$ cat config.mk
export PLATFORM = sky130hd
export DESIGN_NAME = bus_rx_flow
export DESIGN_NICKNAME = d
export VERILOG_FILES = /design/src/rtl/bus_rx_flow_pkg.sv /design/src/rtl/bus_rx_flow_bus_rx.sv /design/src/rtl/bus_rx_flow.sv
export SDC_FILE = /design/constraint.sdc
export NUM_CORES = 1
export LEC_CHECK = 0
export BUFFER_PORTS_ARGS = -buffer_cell sky130_fd_sc_hd__buf_2
export CAP_MARGIN = 20
export CELL_PAD_IN_SITES_DETAIL_PLACEMENT = 1
export CELL_PAD_IN_SITES_GLOBAL_PLACEMENT = 2
export CORE_MARGIN = 2
export CORE_UTILIZATION = 29
export CTS_CLUSTER_SIZE = 28
export DETAILED_ROUTE_END_ITERATION = 10
export PLACE_DENSITY = 0.67
export SETUP_SLACK_MARGIN = 0.4
export SYNTH_ARGS = -nofsm -noshare
export SYNTH_HDL_FRONTEND = slang
export SYNTH_SLANG_ARGS = --single-unit
export TNS_END_PERCENT = 1
$ cat constraint.sdc
create_clock -name clk_i -period 2.3 [get_ports clk_i]
set_input_delay 0.115 -clock clk_i [delete_from_list [all_inputs] [get_ports clk_i]]
set_output_delay 0.115 -clock clk_i [all_outputs]
set_load 0.01 [all_outputs]
$ cat src/rtl/bus_rx_flow_pkg.sv
// Shared types and constants for the I3C receive data-flow controller.
package bus_rx_flow_pkg;

  localparam int unsigned BitsPerByte = 8;
  localparam int unsigned CntW        = $clog2(BitsPerByte);

  typedef enum logic [2:0] {
    Idle,
    RxByte,
    RxBit,
    NextTaskDecision
  } rx_state_e;

  function automatic logic odd_parity(input logic [BitsPerByte-1:0] d);
    return ~^d;
  endfunction

endpackage

$ cat src/rtl/bus_rx_flow_bus_rx.sv
// SCL-high sample-event detection, SDA capture and one-entry bit buffer.
module bus_rx
  import bus_rx_flow_pkg::*;
(
  input  logic clk_i,
  input  logic rst_ni,
  input  logic scl_stable_high_i,
  input  logic sda_i,
  input  logic en_i,
  input  logic consume_i,
  output logic bit_valid_o,
  output logic bit_value_o
);

  logic scl_q;
  logic sample_event;

  assign sample_event = scl_stable_high_i & ~scl_q;

  // Reset scl_q high so an SCL level already high out of reset is not an event.
  always_ff @(posedge clk_i or negedge rst_ni) begin
    if (!rst_ni) begin
      scl_q       <= 1'b1;
      bit_valid_o <= 1'b0;
      bit_value_o <= 1'b0;
    end else begin
      scl_q <= scl_stable_high_i;
      if (!en_i) begin
        bit_valid_o <= 1'b0;
      end else if (sample_event) begin
        bit_valid_o <= 1'b1;
        bit_value_o <= sda_i;
      end else if (consume_i) begin
        bit_valid_o <= 1'b0;
      end
    end
  end

endmodule

$ cat src/rtl/bus_rx_flow.sv
// I3C receive data-flow controller: captures a byte (MSB first) or a single bit.
// Optional odd parity on rx_data_o when BUS_RX_FLOW_PARITY_EN is defined.
module bus_rx_flow
  import bus_rx_flow_pkg::*;
(
  input  logic       clk_i,
  input  logic       rst_ni,
  input  logic       scl_stable_high_i,
  input  logic       sda_i,
  input  logic       req_byte_i,
  input  logic       req_bit_i,
  output logic [7:0] rx_data_o,
  output logic       rx_parity_o,
  output logic       bus_rx_done_o,
  output logic       bus_rx_idle_o,
  output logic       req_error_o
);

  localparam logic [CntW-1:0] CntLoad = CntW'(BitsPerByte - 1);

  rx_state_e              state_q;
  logic [CntW-1:0]        bit_cnt_q;
  logic [BitsPerByte-1:0] shift_q;
  logic [BitsPerByte-1:0] shift_next;
  logic [BitsPerByte-1:0] rx_data_q;
  logic                   done_q;
  logic                   idle_q;
  logic                   req_valid;
  logic                   consume;
  logic                   bit_valid;
  logic                   bit_value;

  assign req_error_o = req_byte_i & req_bit_i;
  assign req_valid   = req_byte_i ^ req_bit_i;
  assign consume     = (state_q == RxByte) || (state_q == RxBit);
  assign shift_next  = {shift_q[BitsPerByte-2:0], bit_value};

  bus_rx u_bus_rx (
    .clk_i             (clk_i),
    .rst_ni            (rst_ni),
    .scl_stable_high_i (scl_stable_high_i),
    .sda_i             (sda_i),
    .en_i              (req_valid),
    .consume_i         (consume),
    .bit_valid_o       (bit_valid),
    .bit_value_o       (bit_value)
  );

`ifdef BUS_RX_FLOW_PARITY_EN
  logic parity_q;
  always_ff @(posedge clk_i or negedge rst_ni) begin
    if (!rst_ni) begin
      parity_q <= 1'b0;
    end else if (req_valid && bit_valid) begin
      if (state_q == RxByte && bit_cnt_q == '0) begin
        parity_q <= odd_parity(shift_next);
      end else if (state_q == RxBit) begin
        parity_q <= ~bit_value;
      end
    end
  end
  assign rx_parity_o = parity_q;
`else
  assign rx_parity_o = 1'b0;
`endif

  // Losing a valid request (none or both) aborts from any state.
  always_ff @(posedge clk_i or negedge rst_ni) begin
    if (!rst_ni) begin
      state_q   <= Idle;
      bit_cnt_q <= CntLoad;
      shift_q   <= '0;
      rx_data_q <= '0;
      done_q    <= 1'b0;
      idle_q    <= 1'b1;
    end else begin
      done_q <= 1'b0;
      if (!req_valid) begin
        state_q   <= Idle;
        bit_cnt_q <= CntLoad;
        shift_q   <= '0;
        idle_q    <= 1'b1;
      end else begin
        case (state_q)
          Idle: begin
            state_q <= req_byte_i ? RxByte : RxBit;
            idle_q  <= 1'b0;
          end
          RxByte: begin
            if (bit_valid) begin
              shift_q <= shift_next;
              if (bit_cnt_q == '0) begin
                rx_data_q <= shift_next;
                done_q    <= 1'b1;
                bit_cnt_q <= CntLoad;
                state_q   <= NextTaskDecision;
              end else begin
                bit_cnt_q <= bit_cnt_q - CntW'(1);
              end
            end
          end
          RxBit: begin
            if (bit_valid) begin
              rx_data_q <= {{(BitsPerByte-1){1'b0}}, bit_value};
              done_q    <= 1'b1;
              state_q   <= NextTaskDecision;
            end
          end
          NextTaskDecision: begin
            state_q   <= req_byte_i ? RxByte : RxBit;
            bit_cnt_q <= CntLoad;
            idle_q    <= 1'b0;
          end
          default: begin
            state_q <= Idle;
            idle_q  <= 1'b1;
          end
        endcase
      end
    end
  end

  assign rx_data_o     = rx_data_q;
  assign bus_rx_done_o = done_q;
  assign bus_rx_idle_o = idle_q;

endmodule
# After elaboration in Yosys (flattened, before gate mapping)
# Cells that the tools add are included.
classes:
  n_addsub: 1
  n_mul: 0
  div_mod_pow: 0
  order_cmp: 0
  eq_ne: 14
  shift: 0
  mux: 27
  bitwise_logic: 4
  reduce_logical: 11
op_table:
  columns: ["operator", "count"]
  rows:
  - ["two-way mux 8 bit", 3]
  - ["two-way mux 3 bit", 7]
  - ["two-way mux 7 bit", 3]
  - ["case mux 8 bit (2 select lines)", 1]
  - ["!= test 3 bit (second input constant)", 5]
  - ["case mux 3 bit (3 select lines)", 1]
  - ["two-way mux 1 bit", 8]
  - ["equality test 3 x 2 -> 1 bit (second input constant)", 2]
  - ["zero test 3 bit", 2]
  - ["!= test 2 x 1 -> 1 bit (second input constant)", 3]
  - ["!= test 2 bit (second input constant)", 3]
  - ["case mux 3 bit (2 select lines)", 1]
  - ["AND reduction 2 bit", 3]
  - ["AND reduction 5 bit", 1]
  - ["case mux 1 bit (2 select lines)", 2]
  - ["OR reduction 2 bit", 2]
  - ["equality test 3 x 1 -> 1 bit (second input constant)", 1]
  - ["AND reduction 3 bit", 1]
  - ["subtractor 3 x 1 -> 3 bit (second input constant)", 1]
  - ["bitwise AND 1 bit", 2]
  - ["two-way mux 2 bit", 1]
  - ["nonzero test 2 bit", 1]
  - ["logical OR 1 bit", 1]
  - ["inverter 1 bit", 1]
  - ["XOR 1 bit", 1]
totals:
  regBits: 26
  latchBits: 0
  ramBits: 0
  mem_bits_ro: 0
  input_bits: 6
  word_cells: 66
  mem_count: 0

# Longest topological paths before layout
logic_depth:
  depth_word: 5
  ltp_mapped: 8
  ltp_nobuf: 5

# Modules after synthesis
# Synthesis repeated with hierarchy kept, for this count alone.
hier_totals:
  hier_cells: 108
  hier_area_um2: 1231.2
by_module_without_submodules:
  columns: ["module", "n_inst", "cells_each", "area_each_um2", "seq_area_each_um2"]
  rows:
  - ["bus_rx_flow", 1, 100, 1099.8, 555.5]
  - ["bus_rx", 1, 8, 131.4, 76.3]

# Worst setup path after synthesis
# OpenSTA, ideal clock, no wires.
synth_timing:
  kind: "flip-flop to flip-flop"
  from: "register bit_cnt_q[0]"
  to: "register rx_data_q[0] (netlist: rx_data_o[0])"
  setup_time_ps: 128
  arrival_ps: 1500
  t_required_ps: 2172
  slack_ps: 673
  stages_incl_launch_ff: 6
  path_buffers: 0
  path_cell_list: "dfstp_2 > inv_1 > ha_1 > and3b_1 > o21bai_4 > mux2_1"
synth_via:
  elab_chain_len: 3
synth_lines:
  columns: ["element", "line", "text"]
  rows:
  - ["start, declared", "bus_rx_flow.sv:22", "logic [CntW-1:0] bit_cnt_q;"]
  - ["start signal, assigned", "bus_rx_flow.sv:71", "bit_cnt_q <= CntLoad;"]
  - ["start signal, assigned", "bus_rx_flow.sv:80", "bit_cnt_q <= CntLoad;"]
  - ["start signal, assigned", "bus_rx_flow.sv:95", "bit_cnt_q <= CntLoad;"]
  - ["zero test 3 bit", "bus_rx_flow.sv:92", "if (bit_cnt_q == '0) begin"]
  - ["!= test 2 x 1 -> 1 bit (no source line)", null, null]
  - ["AND reduction 5 bit (no source line)", null, null]
  - ["end signal, assigned", "bus_rx_flow.sv:93", "rx_data_q <= shift_next;"]
  - ["end signal, assigned", "bus_rx_flow.sv:104", "rx_data_q <= {{(BitsPerByte-1){1'b0}}, bit_value};"]
  - ["end, declared", "bus_rx_flow.sv:25", "logic [BitsPerByte-1:0] rx_data_q;"]
# No other way between the ends.
# A chain may end at the register's enable or synchronous reset.

# Final worst setup path
# Same ends and word-level chain as after synthesis.

==> results.py <==
metrics = {
    "floorplan": {
        "die_h_um": 67.8,
        "io_pins": 18,
        "floorplan.initialDensity_pct": 29.7,
        "coreArea_mm2": 0.00397,
        "placementRows": 23,
        "design.die.area_mm2": 0.00459,
        "die_width_um": 67.8,
    },
    "final_layout": {
        "final_area_mm2": 0.00134,
        "num_antenna_cells": 0,
        "final_common_cell": "dfrtp_1",
        "syn2layout_area_growth_pct": 13.9,
        "nNetsFinal": 136,
        "fin_cells": 173,
        "seqCellArea_um2": 632,
        "layout-drive-gt1-share_pct": 23.6,
        "most-common-layout-cells": "dfrtp_1, nand2_1, buf_2",
        "multi_input_area_um2": 480,
        "nFillCells": 456,
    },
    "sta": {
        "worst_pin_slew_ns": 0.593,
        "rsz0062_at_grt": "no",
        "finalSetupTns_ns": 0,
        "post-route-min-period_ns": 1.71,
        "slew_headroom_pct": 60.5,
        "period_share_pct": 74.5,
        "worst_slack_ns": 0.588,
        "setup_viol": 0,
        "skew_ns": 0.00253,
        "drv_slew": 0,
        "hold_violations": 0,
        "fmax_mhz": 584,
    },
    "routing": {
        "avgRoutedWirePerCell_um": 13.7,
        "first_iter_violations": 16,
        "first_pass_iters": 3,
        "final_antenna_net_count": 0,
        "vias": 780,
        "vias_per_cell": 4.51,
        "routed_wirelength_mm": 2.38,
        "post-route-drc-count": 0,
    },
    "setup_path": {
        "crit_fanout": 8,
        "required_ns": 2.46,
        "start_kind": "register",
        "crit_type": "register to register",
        "r2r_slack_ns": 0.59,
        "end_kind": "register",
        "arrival_ns": 1.88,
    },
    "clock_network": {
        "clock_sinks": 25,
        "clkTransAtPathRegs_ns": 0.09,
        "h-tree-depth": 1,
        "cts_setup_buffers": 0,
        "cts_tree": "done",
        "clk_path_buf_depth": 2,
        "clk_latency_ns": 0.27,
        "cts-root-buf": "clkbuf_8",
        "cts_made_buffers": 3,
    },
    "placement": {
        "dp_slack_ns": 0.580,
        "port_buffers": 16,
        "placed_cells": 167,
        "placed_cell_area_mm2": 0.00128,
        "place_congestion": 0.713,
        "dpl.hpwl_mm": 1.78,
    },
    "global_route": {
        "antenna_found_initial": 0,
        "overflow": 0,
        "grt.total_usage_pct": 12.4,
        "grt_pass1_wl_mm": 4.17,
        "grt_max_degree": 26,
        "grt_pass1_vias": 843,
    },
    "hold_path": {
        "hp-class": "input port to register",
    },
    "logic_synthesis": {
        "synth.distinct_cells": 32,
        "seq_area_frac_synth_pct": 53.6,
        "syn_area_per_cell_um2": 11.1,
        "syn_inst": 106,
        "synth_seq_cells": 25,
        "yosysWarnings": 0,
        "netlist_area_mm2": 0.00118,
        "syn-num-nets": 118,
    },
    "pwr": {
        "ir_drop_uv": 300,
        "powerDensity_mw_per_mm2": 811,
        "cellLeakagePower_nw": 0.656,
        "total_power_w": 0.00109,
    },
    "status": {
        "status": "complete, no violations",
    },
    "run": {
        "drv_cap": 0,
    },
}
-- cells by family after synthesis --
family          count (synthesis)  share of synthesized area, %
other cells                     1                         0.318
simple gates                   35                          14.5
flops                          25                          53.6
mux                             4                          3.71
fa+ha+maj                       6                          6.36
buf+inv                        11                          5.73
compound gates                 24                          15.8
-- sequential cells by signal, indices dropped and copies added, names as in the netlist, 2 cells and up --
signal,flops
state_q,2
rx_data_o,8
shift_q,7
bit_cnt_q,3
-- path summary, 6_finish.rpt --
path | startpoint | endpoint | cells after the start
worst min register to register | shift_q[6]$_DFFE_PN0P_ | rx_data_o[7]$_DFFE_PN0P_ | 1
worst max register to register | bit_cnt_q[0]$_DFFE_PN1P_ | rx_data_o[0]$_DFFE_PN0P_ | 5
worst max-delay path | bit_cnt_q[0]$_DFFE_PN1P_ | rx_data_o[0]$_DFFE_PN0P_ | 5
max in group asynchronous | rst_ni | bus_rx_done_o$_DFF_PN0_ | 2
worst min-delay path | sda_i | u_bus_rx.bit_value_o$_DFFE_PN0P_ | 2
min in group asynchronous | rst_ni | rx_data_o[1]$_DFFE_PN0P_ | 2
-- where the power goes --
part | total (W) | leakage (nW) | switching [W] | internal, W
clock network | 0.000266 | 0.0255 | 0.000145 | 0.000122
registers | 0.000529 | 0.325 | 0.0000351 | 0.000494
logic | 0.000295 | 0.305 | 0.000173 | 0.000121
-- worst max-delay path, stage by stage (launching register included) --
cell,delay (ns)
dfstp_2,0.52
inv_1,0.07
ha_1,0.22
and3b_1,0.22
o21bai_4,0.23
mux2_1,0.34
-- cell type report --
cell class | instances | share of cell area [%]
clock buffer | 3 | 3.07
sequential | 25 | 47.0
inverter | 6 | 1.68
multi-input combinational | 70 | 35.8
timing repair buffer | 18 | 7.45
clock inverter | 1 | 0.372
tap | 50 | 4.66
-- stage by stage --
| step | util, % | hold slack [ns] |
|---|---|---|
| final | 33.8 | 0.0512 |
| after global routing | 33.8 | 0.0452 |
| after CTS | 33.8 | 0.0466 |
| after detailed placement | 32.2 | 0.155 |
| after global placement | 32.2 | 0.138 |
| after floorplan | - | -0.181 |
-- metal layers --
metal  track usage, %  vias up  wire length, um
met5                0        -                0
met4             6.00        0               51
met3             2.50        5               62
met2             19.2       11             1050
met1             16.4      370             1210
li1                 -      394                -
-- repair_timing --
action | 4_1_cts | 5_1_grt
hold buffers | 2 | 0
hold endpoints to repair | 21 | 0
resized for setup | 0 | 0
-- cells in the mapped netlist, drive strengths merged --
master / n / area share, %
a22o: 7 / 5.2
ha: 6 / 6.4
and3b: 1 / 0.74
nand2b: 2 / 1.1
mux2i: 1 / 0.85
nand3: 1 / 0.42
nand2: 19 / 6.0
o32ai: 1 / 1.4
mux2: 3 / 2.9
dfrtp: 20 / 42
and2: 1 / 0.74
a2bb2oi: 1 / 0.74
nor3: 2 / 0.85
a41oi: 1 / 0.74
a21o: 1 / 0.64
conb: 1 / 0.32
a21oi: 10 / 4.2
o21ai: 1 / 0.42
nor2: 3 / 0.95
and4b: 1 / 0.85
or2: 1 / 0.53
clkbuf: 1 / 0.32
nor2b: 2 / 1.1
buf: 4 / 3.5
dfstp: 5 / 11
o21bai: 1 / 1.6
nand4b: 1 / 0.74
inv: 6 / 1.9
o21ba: 1 / 0.85
or3: 1 / 0.53
(Power assumes the default switching activity.)
